## src/rtl/rom_dl_bridge_if.sv

```systemverilog
// Bus bundle between data_io, the ROM download bridge and the two sdram write ports.
// slave: the bridge's view. master: the data_io/sdram side.
interface rom_dl_bridge_if;
  logic        ioctl_download;
  logic [7:0]  ioctl_index;
  logic        ioctl_wr;
  logic [24:0] ioctl_addr;
  logic [7:0]  ioctl_dout;
  logic        port1_req, port1_ack, port1_we;
  logic [22:0] port1_a;
  logic [1:0]  port1_ds;
  logic [15:0] port1_d;
  logic        port2_req, port2_ack, port2_we;
  logic [22:0] port2_a;
  logic [1:0]  port2_ds;
  logic [15:0] port2_d;
  logic        rom_loaded, dl_busy, overflow;

  modport slave (
    input  ioctl_download, ioctl_index, ioctl_wr, ioctl_addr, ioctl_dout,
    input  port1_ack, port2_ack,
    output port1_req, port1_a, port1_ds, port1_we, port1_d,
    output port2_req, port2_a, port2_ds, port2_we, port2_d,
    output rom_loaded, dl_busy, overflow
  );

  modport master (
    output ioctl_download, ioctl_index, ioctl_wr, ioctl_addr, ioctl_dout,
    output port1_ack, port2_ack,
    input  port1_req, port1_a, port1_ds, port1_we, port1_d,
    input  port2_req, port2_a, port2_ds, port2_we, port2_d,
    input  rom_loaded, dl_busy, overflow
  );
endinterface

```

## src/rtl/rom_dl_bridge.sv

```systemverilog
// ROM download bridge: buffers data_io bytes in a small FIFO and issues them as
// ack-checked toggle-handshake writes to sdram port 1 (raw address) and port 2
// (address rebased by GFX_BASE). Produces the sticky rom_loaded flag.
// Optional build macro ROMDL_PORT2_FILTER_EN: when defined, only bytes at or
// above GFX_BASE are written to port 2; otherwise every byte goes to both ports.
module rom_dl_bridge #(
  parameter logic [24:0] GFX_BASE  = 25'h0E000,
  parameter int          FIFO_AW   = 2,
  parameter logic [7:0]  ROM_INDEX = 8'd0
) (
  input  logic            clk_sys,
  input  logic            reset_n,
  rom_dl_bridge_if.slave  bus
);

  localparam int DEPTH = 1 << FIFO_AW;

  // Port-2 selection is resolved at push time, so only 24 address bits are kept.
  typedef struct packed {
    logic        use2;
    logic [23:0] addr;
    logic [7:0]  data;
  } ent_t;

  typedef enum logic {IDLE, WAIT} state_t;

  logic               wr_q, dl_q;
  ent_t               mem_q [DEPTH];
  logic [FIFO_AW-1:0] wptr_q, rptr_q;
  logic [FIFO_AW:0]   cnt_q, cnt_d;
  state_t             state_q;
  logic               dl_done_q, loaded_q, ovf_q, use2_q;
  logic               p1_req_q, p1_we_q, p2_req_q, p2_we_q;
  logic [22:0]        p1_a_q, p2_a_q;
  logic [1:0]         p1_ds_q, p2_ds_q;
  logic [15:0]        p1_d_q, p2_d_q;

  logic        accept, empty, full, pop, push, drop, dl_rise, dl_fall, ack_ok;
  ent_t        push_ent, head;
  logic [23:0] p2_addr;

  assign accept  = bus.ioctl_wr & ~wr_q & bus.ioctl_download & (bus.ioctl_index == ROM_INDEX);
  assign empty   = (cnt_q == '0);
  assign full    = (cnt_q == (FIFO_AW+1)'(DEPTH));
  assign pop     = (state_q == IDLE) & ~empty;
  // A pop in the same cycle frees a slot, so a push into a full FIFO is still legal.
  assign push    = accept & (~full | pop);
  assign drop    = accept & full & ~pop;
  assign dl_rise = bus.ioctl_download & ~dl_q;
  assign dl_fall = ~bus.ioctl_download & dl_q;
  assign head    = mem_q[rptr_q];
  // Low 24 bits of the modulo-2^25 difference are all that reach the port.
  assign p2_addr = head.addr - GFX_BASE[23:0];
  assign ack_ok  = (bus.port1_ack == p1_req_q) & (~use2_q | (bus.port2_ack == p2_req_q));

  // Build the FIFO entry from the current data_io byte.
  always_comb begin
    push_ent.addr = bus.ioctl_addr[23:0];
    push_ent.data = bus.ioctl_dout;
`ifdef ROMDL_PORT2_FILTER_EN
    push_ent.use2 = (bus.ioctl_addr >= GFX_BASE);
`else
    push_ent.use2 = 1'b1;
`endif
  end

  // Next FIFO occupancy.
  always_comb begin
    cnt_d = cnt_q;
    if (push && !pop)      cnt_d = cnt_q + 1'b1;
    else if (pop && !push) cnt_d = cnt_q - 1'b1;
  end

  // Registered copies of the strobe and download level for edge detection.
  always_ff @(posedge clk_sys or negedge reset_n) begin
    if (!reset_n) begin
      wr_q <= 1'b0;
      dl_q <= 1'b0;
    end else begin
      wr_q <= bus.ioctl_wr;
      dl_q <= bus.ioctl_download;
    end
  end

  // FIFO storage; contents are meaningless while empty so no reset is needed.
  always_ff @(posedge clk_sys) begin
    if (push) mem_q[wptr_q] <= push_ent;
  end

  // FIFO pointers and count.
  always_ff @(posedge clk_sys or negedge reset_n) begin
    if (!reset_n) begin
      wptr_q <= '0;
      rptr_q <= '0;
      cnt_q  <= '0;
    end else begin
      if (push) wptr_q <= wptr_q + 1'b1;
      if (pop)  rptr_q <= rptr_q + 1'b1;
      cnt_q <= cnt_d;
    end
  end

  // Issue FSM with registered port outputs, plus the download status flags.
  always_ff @(posedge clk_sys or negedge reset_n) begin
    if (!reset_n) begin
      state_q   <= IDLE;
      use2_q    <= 1'b0;
      p1_req_q  <= 1'b0;
      p1_we_q   <= 1'b0;
      p1_a_q    <= '0;
      p1_ds_q   <= '0;
      p1_d_q    <= '0;
      p2_req_q  <= 1'b0;
      p2_we_q   <= 1'b0;
      p2_a_q    <= '0;
      p2_ds_q   <= '0;
      p2_d_q    <= '0;
      dl_done_q <= 1'b0;
      loaded_q  <= 1'b0;
      ovf_q     <= 1'b0;
    end else begin
      case (state_q)
        IDLE: if (pop) begin
          use2_q   <= head.use2;
          p1_a_q   <= head.addr[23:1];
          p1_ds_q  <= {head.addr[0], ~head.addr[0]};
          p1_d_q   <= {head.data, head.data};
          p1_req_q <= ~p1_req_q;
          p1_we_q  <= 1'b1;
          if (head.use2) begin
            p2_a_q   <= p2_addr[23:1];
            p2_ds_q  <= {p2_addr[0], ~p2_addr[0]};
            p2_d_q   <= {head.data, head.data};
            p2_req_q <= ~p2_req_q;
            p2_we_q  <= 1'b1;
          end
          state_q <= WAIT;
        end
        WAIT: if (ack_ok) state_q <= IDLE;
        default: state_q <= IDLE;
      endcase

      // A new download start wins over completion in the same cycle.
      if (dl_rise) begin
        dl_done_q <= 1'b0;
        loaded_q  <= 1'b0;
      end else begin
        if (dl_fall) dl_done_q <= 1'b1;
        // Empty and idle excludes a pop this cycle, so we never set and clear together.
        if (dl_done_q && empty && state_q == IDLE) begin
          loaded_q <= 1'b1;
          p1_we_q  <= 1'b0;
          p2_we_q  <= 1'b0;
        end
      end

      if (dl_rise) ovf_q <= 1'b0;
      if (drop)    ovf_q <= 1'b1;
    end
  end

  assign bus.port1_req  = p1_req_q;
  assign bus.port1_we   = p1_we_q;
  assign bus.port1_a    = p1_a_q;
  assign bus.port1_ds   = p1_ds_q;
  assign bus.port1_d    = p1_d_q;
  assign bus.port2_req  = p2_req_q;
  assign bus.port2_we   = p2_we_q;
  assign bus.port2_a    = p2_a_q;
  assign bus.port2_ds   = p2_ds_q;
  assign bus.port2_d    = p2_d_q;
  assign bus.rom_loaded = loaded_q;
  assign bus.overflow   = ovf_q;
  // Stays busy after the download ends until rom_loaded registers, so the two
  // flags change on the same edge.
  assign bus.dl_busy    = dl_q | ~empty | (state_q == WAIT) | (dl_done_q & ~loaded_q);

endmodule

```

## src/flat_wrapper.sv

```systemverilog
// flat-port wrapper written by rule: the top's interface ports become plain ports
module rom_dl_bridge_flat 
#(
  parameter logic [24:0] GFX_BASE  = 25'h0E000,
  parameter int          FIFO_AW   = 2,
  parameter logic [7:0]  ROM_INDEX = 8'd0
)
  (clk_sys, reset_n, bus_ioctl_download, bus_ioctl_index, bus_ioctl_wr, bus_ioctl_addr, bus_ioctl_dout, bus_port1_ack, bus_port2_ack, bus_port1_req, bus_port1_a, bus_port1_ds, bus_port1_we, bus_port1_d, bus_port2_req, bus_port2_a, bus_port2_ds, bus_port2_we, bus_port2_d, bus_rom_loaded, bus_dl_busy, bus_overflow);
  rom_dl_bridge_if bus_i ();
  input  logic clk_sys;
  input  logic reset_n;
  input wire logic [$bits(bus_i.ioctl_download)-1:0] bus_ioctl_download;
  input wire logic [$bits(bus_i.ioctl_index)-1:0] bus_ioctl_index;
  input wire logic [$bits(bus_i.ioctl_wr)-1:0] bus_ioctl_wr;
  input wire logic [$bits(bus_i.ioctl_addr)-1:0] bus_ioctl_addr;
  input wire logic [$bits(bus_i.ioctl_dout)-1:0] bus_ioctl_dout;
  input wire logic [$bits(bus_i.port1_ack)-1:0] bus_port1_ack;
  input wire logic [$bits(bus_i.port2_ack)-1:0] bus_port2_ack;
  output wire logic [$bits(bus_i.port1_req)-1:0] bus_port1_req;
  output wire logic [$bits(bus_i.port1_a)-1:0] bus_port1_a;
  output wire logic [$bits(bus_i.port1_ds)-1:0] bus_port1_ds;
  output wire logic [$bits(bus_i.port1_we)-1:0] bus_port1_we;
  output wire logic [$bits(bus_i.port1_d)-1:0] bus_port1_d;
  output wire logic [$bits(bus_i.port2_req)-1:0] bus_port2_req;
  output wire logic [$bits(bus_i.port2_a)-1:0] bus_port2_a;
  output wire logic [$bits(bus_i.port2_ds)-1:0] bus_port2_ds;
  output wire logic [$bits(bus_i.port2_we)-1:0] bus_port2_we;
  output wire logic [$bits(bus_i.port2_d)-1:0] bus_port2_d;
  output wire logic [$bits(bus_i.rom_loaded)-1:0] bus_rom_loaded;
  output wire logic [$bits(bus_i.dl_busy)-1:0] bus_dl_busy;
  output wire logic [$bits(bus_i.overflow)-1:0] bus_overflow;
  assign bus_i.ioctl_download = bus_ioctl_download;
  assign bus_i.ioctl_index = bus_ioctl_index;
  assign bus_i.ioctl_wr = bus_ioctl_wr;
  assign bus_i.ioctl_addr = bus_ioctl_addr;
  assign bus_i.ioctl_dout = bus_ioctl_dout;
  assign bus_i.port1_ack = bus_port1_ack;
  assign bus_i.port2_ack = bus_port2_ack;
  assign bus_port1_req = bus_i.port1_req;
  assign bus_port1_a = bus_i.port1_a;
  assign bus_port1_ds = bus_i.port1_ds;
  assign bus_port1_we = bus_i.port1_we;
  assign bus_port1_d = bus_i.port1_d;
  assign bus_port2_req = bus_i.port2_req;
  assign bus_port2_a = bus_i.port2_a;
  assign bus_port2_ds = bus_i.port2_ds;
  assign bus_port2_we = bus_i.port2_we;
  assign bus_port2_d = bus_i.port2_d;
  assign bus_rom_loaded = bus_i.rom_loaded;
  assign bus_dl_busy = bus_i.dl_busy;
  assign bus_overflow = bus_i.overflow;
  rom_dl_bridge #(.GFX_BASE(GFX_BASE), .FIFO_AW(FIFO_AW), .ROM_INDEX(ROM_INDEX)) u_core (.clk_sys(clk_sys), .reset_n(reset_n), .bus(bus_i));
endmodule
```

## config.mk

```make
export PLATFORM = sky130hd
export DESIGN_NAME = rom_dl_bridge_flat
export DESIGN_NICKNAME = d
export VERILOG_FILES = /design/src/rtl/rom_dl_bridge_if.sv /design/src/rtl/rom_dl_bridge.sv /design/src/flat_wrapper.sv
export SDC_FILE = /design/constraint.sdc
export NUM_CORES = 1
export LEC_CHECK = 0
export CAP_MARGIN = 30
export CORE_UTILIZATION = 60
export CTS_CLUSTER_SIZE = 12
export DETAILED_ROUTE_END_ITERATION = 16
export DONT_BUFFER_PORTS = 1
export GPL_TIMING_DRIVEN = 1
export HOLD_SLACK_MARGIN = 0.03
export PLACE_DENSITY_LB_ADDON = 0.15
export REMOVE_ABC_BUFFERS = 1
export SYNTH_ARGS = -nofsm -noshare
export SYNTH_HDL_FRONTEND = slang
export SYNTH_SLANG_ARGS = --single-unit
```

## constraint.sdc

```tcl
create_clock -name clk_sys -period 3 [get_ports clk_sys]
set_input_delay 0.45 -clock clk_sys [delete_from_list [all_inputs] [get_ports clk_sys]]
set_output_delay 0.45 -clock clk_sys [all_outputs]
set_load 0.02 [all_outputs]
```

==> results of run 1 <==
[synth_stat cells, drive strengths merged (3+ instances only)]
master / number
inv: 8
mux4: 32
or3: 3
and2: 5
a21oi: 3
dfrtp: 62
clkbuf: 13
nor2: 10
or2: 3
buf: 45
edfxtp: 128
xor2: 5
ha: 7
o21ai: 10
a31oi: 5
xnor2: 9
nand2: 107
[per-layer routing]
layer	up-vias	routed length, µm
li1	1640	-
met1	1838	5030
met2	94	6170
met3	20	819
met4	0	220
met5	-	0
[how the worst max path moves through the flow]
stage,from,to,slack (ns),depth (start not counted)
final,u_core.rptr_q[0]$_DFFE_PN0P_,u_core.bus.port2_a[22]$_DFFE_PN0P_,0.31,5
after global routing,u_core.rptr_q[0]$_DFFE_PN0P_,u_core.bus.port2_a[22]$_DFFE_PN0P_,0.1,5
after CTS,u_core.rptr_q[0]$_DFFE_PN0P_,u_core.bus.port2_a[22]$_DFFE_PN0P_,0.25,5
after global placement,u_core.rptr_q[0]$_DFFE_PN0P_,u_core.bus.port2_a[22]$_DFFE_PN0P_,0.32,5
after detailed placement,u_core.rptr_q[0]$_DFFE_PN0P_,u_core.bus.port2_a[22]$_DFFE_PN0P_,0.28,5
after floorplan,u_core.cnt_q[0]$_DFFE_PN0P_,u_core.cnt_q[1]$_DFFE_PN0P_,-1.27,7
[cells by family (layout without fill, tap and decap cells)]
kind of cell             count (synthesis)  in the layout  synth area share [%]
flip-flops                             190            190                  71.5
AND/OR/NAND/NOR                        141            141                  7.88
buffers and inverters                   66             51                  5.31
multiplexers                            34             34                  9.96
AO/OA/AOI/OAI                           27             27                  2.26
XOR/XNOR                                14             14                  1.63
adder cells (fa/ha/maj)                  8              8                  1.43
[power groups by stage]
stage	sequential [mW]	combinational (mW)	clock, mW
floorplan	4.35	1.25	0
global placement	4.34	1.66	0
detailed placement	4.35	1.70	0
CTS	4.30	1.74	2.22
global route	4.36	1.92	2.32
finish	4.28	1.70	2.18
[critical path, delay by kind of cell (launching register included)]
family | cells | cell delay, ns
compound gates | 2 | 0.40
buf+inv | 1 | 0.52
simple gates | 1 | 0.50
flops | 1 | 0.53
mux | 1 | 0.64
[state kept, by name, indices dropped and copies added, names as in the netlist, 2 cells and up]
| register | flops |
|---|---|
| u_core.bus.port2_ds | 2 |
| u_core.bus.port1_a | 11 |
| u_core.rptr_q | 2 |
| u_core.cnt_q | 3 |
| u_core.wptr_q | 2 |
| u_core.bus.port2_a | 23 |
| u_core.bus.port2_d | 8 |
| u_core.mem_q | 128 |
[layout make-up]
class / count / share of cell area, %
clock buffers: 18 / 5.40
clock inverters: 14 / 1.77
inverters: 8 / 0.369
multi-input cells: 224 / 21.6
flip-flops and latches: 190 / 66.4
well taps: 168 / 2.58
repair buffers: 11 / 1.91
[through the flow]
step | util (%) | setup WS [ns] | TNS [ns]
finish | 67.2 | 0.311 | 0
global route | 67.2 | 0.0992 | 0
CTS | 67.2 | 0.246 | 0
detailed placement | 62.0 | 0.279 | 0
global placement | 62.0 | 0.321 | 0
floorplan | - | -1.27 | -20.40
[timing repair]
item / in CTS / in global routing
hold buffers: 2 / 0
endpoints found under the setup margin: 0 / 0
endpoints found under the hold margin: 62 / 0
==> flow_summary.ini, run 1 <==
[timing]
finalCriticalPeriod_ns = 2.69
finalCritPeriodShare_pct = 89.6
timing_hold_violations_final = 0
fmax_mhz = 372
setup_viol_count_final = 0
max_slew.worst_pin.slew_ns = 0.746
final.setup_skew_ns = 0.00865
holdWs_ns = 0.0516
max-slew-margin-rel_pct = 50.2
slew_violations = 0
rsz0062_at_grt = false

[floorplan]
die_area_um2 = 13000
chip_height_um = 114
rows = 40
io_pins = 136
coreArea_um2 = 12100
start_util_pct = 62.3
die_width_um = 114

[logic_synthesis]
syn-cell-area_um2 = 7540
yosys.cell_types.count = 39
synth_async_sr_flop_share_pct = 32.6
synthFlopType = sky130_fd_sc_hd__edfxtp_1
synth.ff_latch_count = 190
ys.warnings.count = 0
area_share_of_the_leading_cell_type_in_the_synthesized_netlist_pct = 51.0
synth_enable_flop_cells = 128
dominant_cells_by_area_after_synthesis = sky130_fd_sc_hd__edfxtp_1 (51%), sky130_fd_sc_hd__dfrtp_1 (21%), sky130_fd_sc_hd__mux4_2 (9.0%)
synth_area_per_cell_um2 = 15.7
cell_type_contributing_the_most_total_cell_area_after_synthesis = sky130_fd_sc_hd__edfxtp_1
synth_seq_area_share_pct = 71.5
syn-instance-count = 480

[power]
p_leak_nw = 3.00
p_total_mw = 8.17
power_frac_seq_pct = 52.5
intPower_mw = 5.20
p_sw_mw = 2.97
clock_power_share_pct = 26.7
peakVddDrop_v = 0.000604
pwr-share-comb_pct = 20.8
power_per_cell_area_nw_per_um2 = 1000
power.share.switching_pct = 36.3

[final_layout]
diodes = 0
layout.cell_area.non_filler_um2 = 8130
area_taken_by_multi_input_logic_gates_um2 = 1760
flow.area_growth_from_synthesis_pct = 7.86
drive_gt1_share_pct = 17.8
filler_cell_count = 862
final_common_cell = sky130_fd_sc_hd__edfxtp_1
design.final.nets = 507
most_frequent_cells_in_the_layout = sky130_fd_sc_hd__edfxtp_1 (128), sky130_fd_sc_hd__nand2_1 (107), sky130_fd_sc_hd__dfrtp_1 (60), sky130_fd_sc_hd__mux4_2 (30), sky130_fd_sc_hd__clkbuf_16 (17)
finalNonFillerCells = 633
ff_latch_area_um2 = 5400

[flow_run]
cap_violations = 0

[clocking]
cts-root-buf = sky130_fd_sc_hd__clkbuf_16
insertion_delay_ns = 0.43
cts_setup_buffers = 0
cts_tree = done
ctsHtreeMaxLevel = 4
worst_setup_hold_path_clk_slew_ns = 0.07
cts-resized-gates = 0
clockBufferDepth = 2
num_cts_buffers = 17
tritoncts_num_sinks = 190

[global_route]
global_route.peak_usage_layer = met2
grt_start_max_net_pins = 63
gr-usage-met2_pct = 34.0
antenna_found_initial = 0
grt_pass1_wl_mm = 19.2
gr-usage-all-layers_pct = 20.6
met1_usage_pct = 24.8
grt-ovfl-total = 0
grt_pass1_vias = 3742
use_met3_pct = 7.41

[placement]
post-dp-hpwl_mm = 7.18
gp_congestion = 0.784
post-place-cells = 599
port-buffer-count = 0
placed_area_um2 = 7510

[outcome]
outcome = finished, final reports clean

[route]
postRouteAntennaNets = 0
detailroute.via_count = 3592
drt_wl_total_mm = 12.2
count_of_routing_violations_after_the_opening_detailed_route_iteration = 171
drt_pre_antenna_iters = 4
post_detailed_route_drc_marker_count = 0
drt-wirelength-per-cell_um = 19.3
vias_per_cell = 5.67

[critical_path]
path_max_fanout = 26
timing.critical_path.arrival_ns = 3.03
timing.rr.start = u_core.rptr_q[0]$_DFFE_PN0P_
crit_type = flip-flop to flip-flop
timing.critical_path.required_ns = 3.34
cp_cell_sequence = buf_4 -> mux4_2 -> a21o_1 -> or4b_1 -> a31oi_1
ff2ff_path_depth = 5
r2r_end = u_core.bus.port2_a[22]$_DFFE_PN0P_
worstSetupStartpointType = flip-flop
crit_path_end_kind = flip-flop
cp_slowest_cell = sky130_fd_sc_hd__mux4_2
rrSetupSlack_ns = 0.31
cp_slowest_stage_delay_ns = 0.64

[hold_path]
worstHoldEndpoint = u_core.dl_q$_DFF_PN0_
min_delay_path_depth = 0
hp-start = bus_ioctl_download
worst_hold_path_class = input port to flip-flop
Note: power is estimated with default switching activity, not from simulation.
==> run 2: changes to the inputs <==
ABC_CLOCK_PERIOD_IN_PS = 3000   (was unset)
CORE_MARGIN = 5   (was unset)
==> run 2 against run 1 <==
Non-clock buffer count grew 3. Clock power is essentially flat. Global-route usage shrank 1.7 points. Sequential power is essentially flat. Worst hold slack gained 0.0067 ns. Via count grew 0.25%. Critical path depth shrank 1. Largest power group unchanged. Highest routed layer unchanged.
==> flow_summary.ini, run 2 (same netlist as run 1, synthesis figures left out) <==
[final_layout]
drive_gt1_share_pct = 17.9
most_frequent_cells_in_the_layout = sky130_fd_sc_hd__edfxtp_1 (128), sky130_fd_sc_hd__nand2_1 (107), sky130_fd_sc_hd__dfrtp_1 (60), sky130_fd_sc_hd__mux4_2 (30), sky130_fd_sc_hd__clkbuf_16 (17)
largest_register_ff_count = 128
diodes = 0
design.final.nets = 510
final_common_cell = sky130_fd_sc_hd__edfxtp_1
top_register = u_core.mem_q
flow.area_growth_from_synthesis_pct = 7.90
finish.utilization_pct = 65.3
layout.cell_area.non_filler_um2 = 8140

[placement]
gp_congestion = 0.733
port-buffer-count = 0
post-dp-hpwl_mm = 7.87
placed_area_um2 = 7520

[timing]
max-slew-margin-rel_pct = 50.6
slew_violations = 0
max_slew.worst_pin.slew_ns = 0.741
finalCritPeriodShare_pct = 85.5
final.setup_skew_ns = 0.00755
fmax_mhz = 390
rsz0062_at_grt = false
finalCriticalPeriod_ns = 2.57
timing_hold_violations_final = 0
timing.setup.tns_ns = 0
setup_viol_count_final = 0

[global_route]
grt-ovfl-total = 0
gr-usage-all-layers_pct = 18.9
grt_start_max_net_pins = 63
grt_pass1_wl_mm = 20.8
grt_pass1_vias = 3898
antenna_found_initial = 0

[route]
drt-wirelength-per-cell_um = 20.0
detailroute.via_count = 3601
postRouteAntennaNets = 0
drt_pre_antenna_iters = 4
drt_wl_total_mm = 12.8
vias_per_cell = 5.63
count_of_routing_violations_after_the_opening_detailed_route_iteration = 185
post_detailed_route_drc_marker_count = 0

[floorplan]
io_pins = 136
die_area_um2 = 14900
coreArea_um2 = 12500
rows = 41
start_util_pct = 60.5
die_width_um = 122
chip_height_um = 122

[power]
power_per_cell_area_nw_per_um2 = 1010
p_leak_nw = 3.02
p_total_mw = 8.23
peakVddDrop_v = 0.000551

[critical_path]
timing.rr.start = u_core.rptr_q[0]$_DFFE_PN0P_
path_max_fanout = 7
timing.critical_path.required_ns = 3.34
ff2ff_path_depth = 4
worstSetupStartpointType = flip-flop
r2r_end = u_core.bus.port2_a[22]$_DFFE_PN0P_
timing.critical_path.arrival_ns = 2.91
cp_slowest_cell = sky130_fd_sc_hd__mux4_1
crit_path_end_kind = flip-flop
crit_type = flip-flop to flip-flop
crit_path_end = u_core.bus.port2_a[22]$_DFFE_PN0P_
cp_cell_sequence = mux4_1 -> or4_1 -> or4b_1 -> a31oi_1
rrSetupSlack_ns = 0.43
worstSetupStartpoint = u_core.rptr_q[0]$_DFFE_PN0P_
cp_slowest_stage_delay_ns = 0.66

[clocking]
cts_tree = done
cts_setup_buffers = 0
num_cts_buffers = 17
tritoncts_num_sinks = 190
ctsHtreeMaxLevel = 4
worst_setup_hold_path_clk_slew_ns = 0.07
clockBufferDepth = 2
cts-root-buf = sky130_fd_sc_hd__clkbuf_16
insertion_delay_ns = 0.42

[hold_path]
worst_hold_path_class = input port to flip-flop
min_delay_path_depth = 0

[outcome]
outcome = finished, final reports clean

[flow_run]
cap_violations = 0
[run 2: cell count changes in the layout (fill, tap and decap cells not counted), sizes merged]
cell      before  now
buf           10   13
clkbuf        18   20
bufinv         2    3
clkinv         8    7
clkinvlp       3    2
inv            9    8
[run 2: what timing repair did]
| action | 4_1_cts | 5_1_grt |
|---|---|---|
| resized for setup | 0 | 0 |
| hold endpoints to repair | 62 | 0 |
| hold buffers | 2 | 0 |
[run 2: worst min-delay path by stage]
stage,startpoint,end,slack (ns)
finish,bus_ioctl_download,u_core.dl_q$_DFF_PN0_,0.06
CTS,bus_ioctl_wr,u_core.wr_q$_DFF_PN0_,0.03
global placement,reset_n,u_core.dl_q$_DFF_PN0_,0.16
floorplan,reset_n,u_core.bus.overflow$_DFFE_PN0P_,0.15
detailed placement,reset_n,u_core.bus.rom_loaded$_DFFE_PN0P_,0.16
global route,bus_ioctl_download,u_core.dl_q$_DFF_PN0_,0.03
[run 2: layout make-up]
cell class                 count  area (µm²)
multi-input combinational    224        1760
inverter                       8        30.0
clock buffer                  20         437
clock inverter                12         146
sequential                   190        5400
tap                          172         215
timing repair buffer          14         153
fill                         905        4330
[run 2: critical path, delay by kind of cell, from the launching register on]
kind / cells / cell delay [ns]
flops: 1 / 0.48
mux: 1 / 0.66
compound gates: 1 / 0.18
simple gates: 2 / 1.17
[run 2: where the power goes]
group          internal [mW]  total (mW)  switching, mW
clock network           1.30        2.21          0.903
registers               3.17        4.27           1.09
logic                  0.791        1.75          0.961
total                   5.27        8.23           2.96
[run 2: layer usage]
layer | up-vias | GRT usage [%] | share of wire (%)
met4 | 0 | 6.72 | 1.5
li1 | 1641 | - | -
met3 | 15 | 7.34 | 7.7
met5 | - | 0 | 0
met1 | 1839 | 24.4 | 41
met2 | 106 | 29.7 | 50
[run 2: stage by stage]
step	instances	hold WS [ns]	setup slack (ns)
after global routing	640	0.0314	0.332
final	640	0.0584	0.434
after detailed placement	606	0.156	0.437
after floorplan	422	0.154	-1.27
after CTS	640	0.0336	0.421
after global placement	606	0.156	0.469
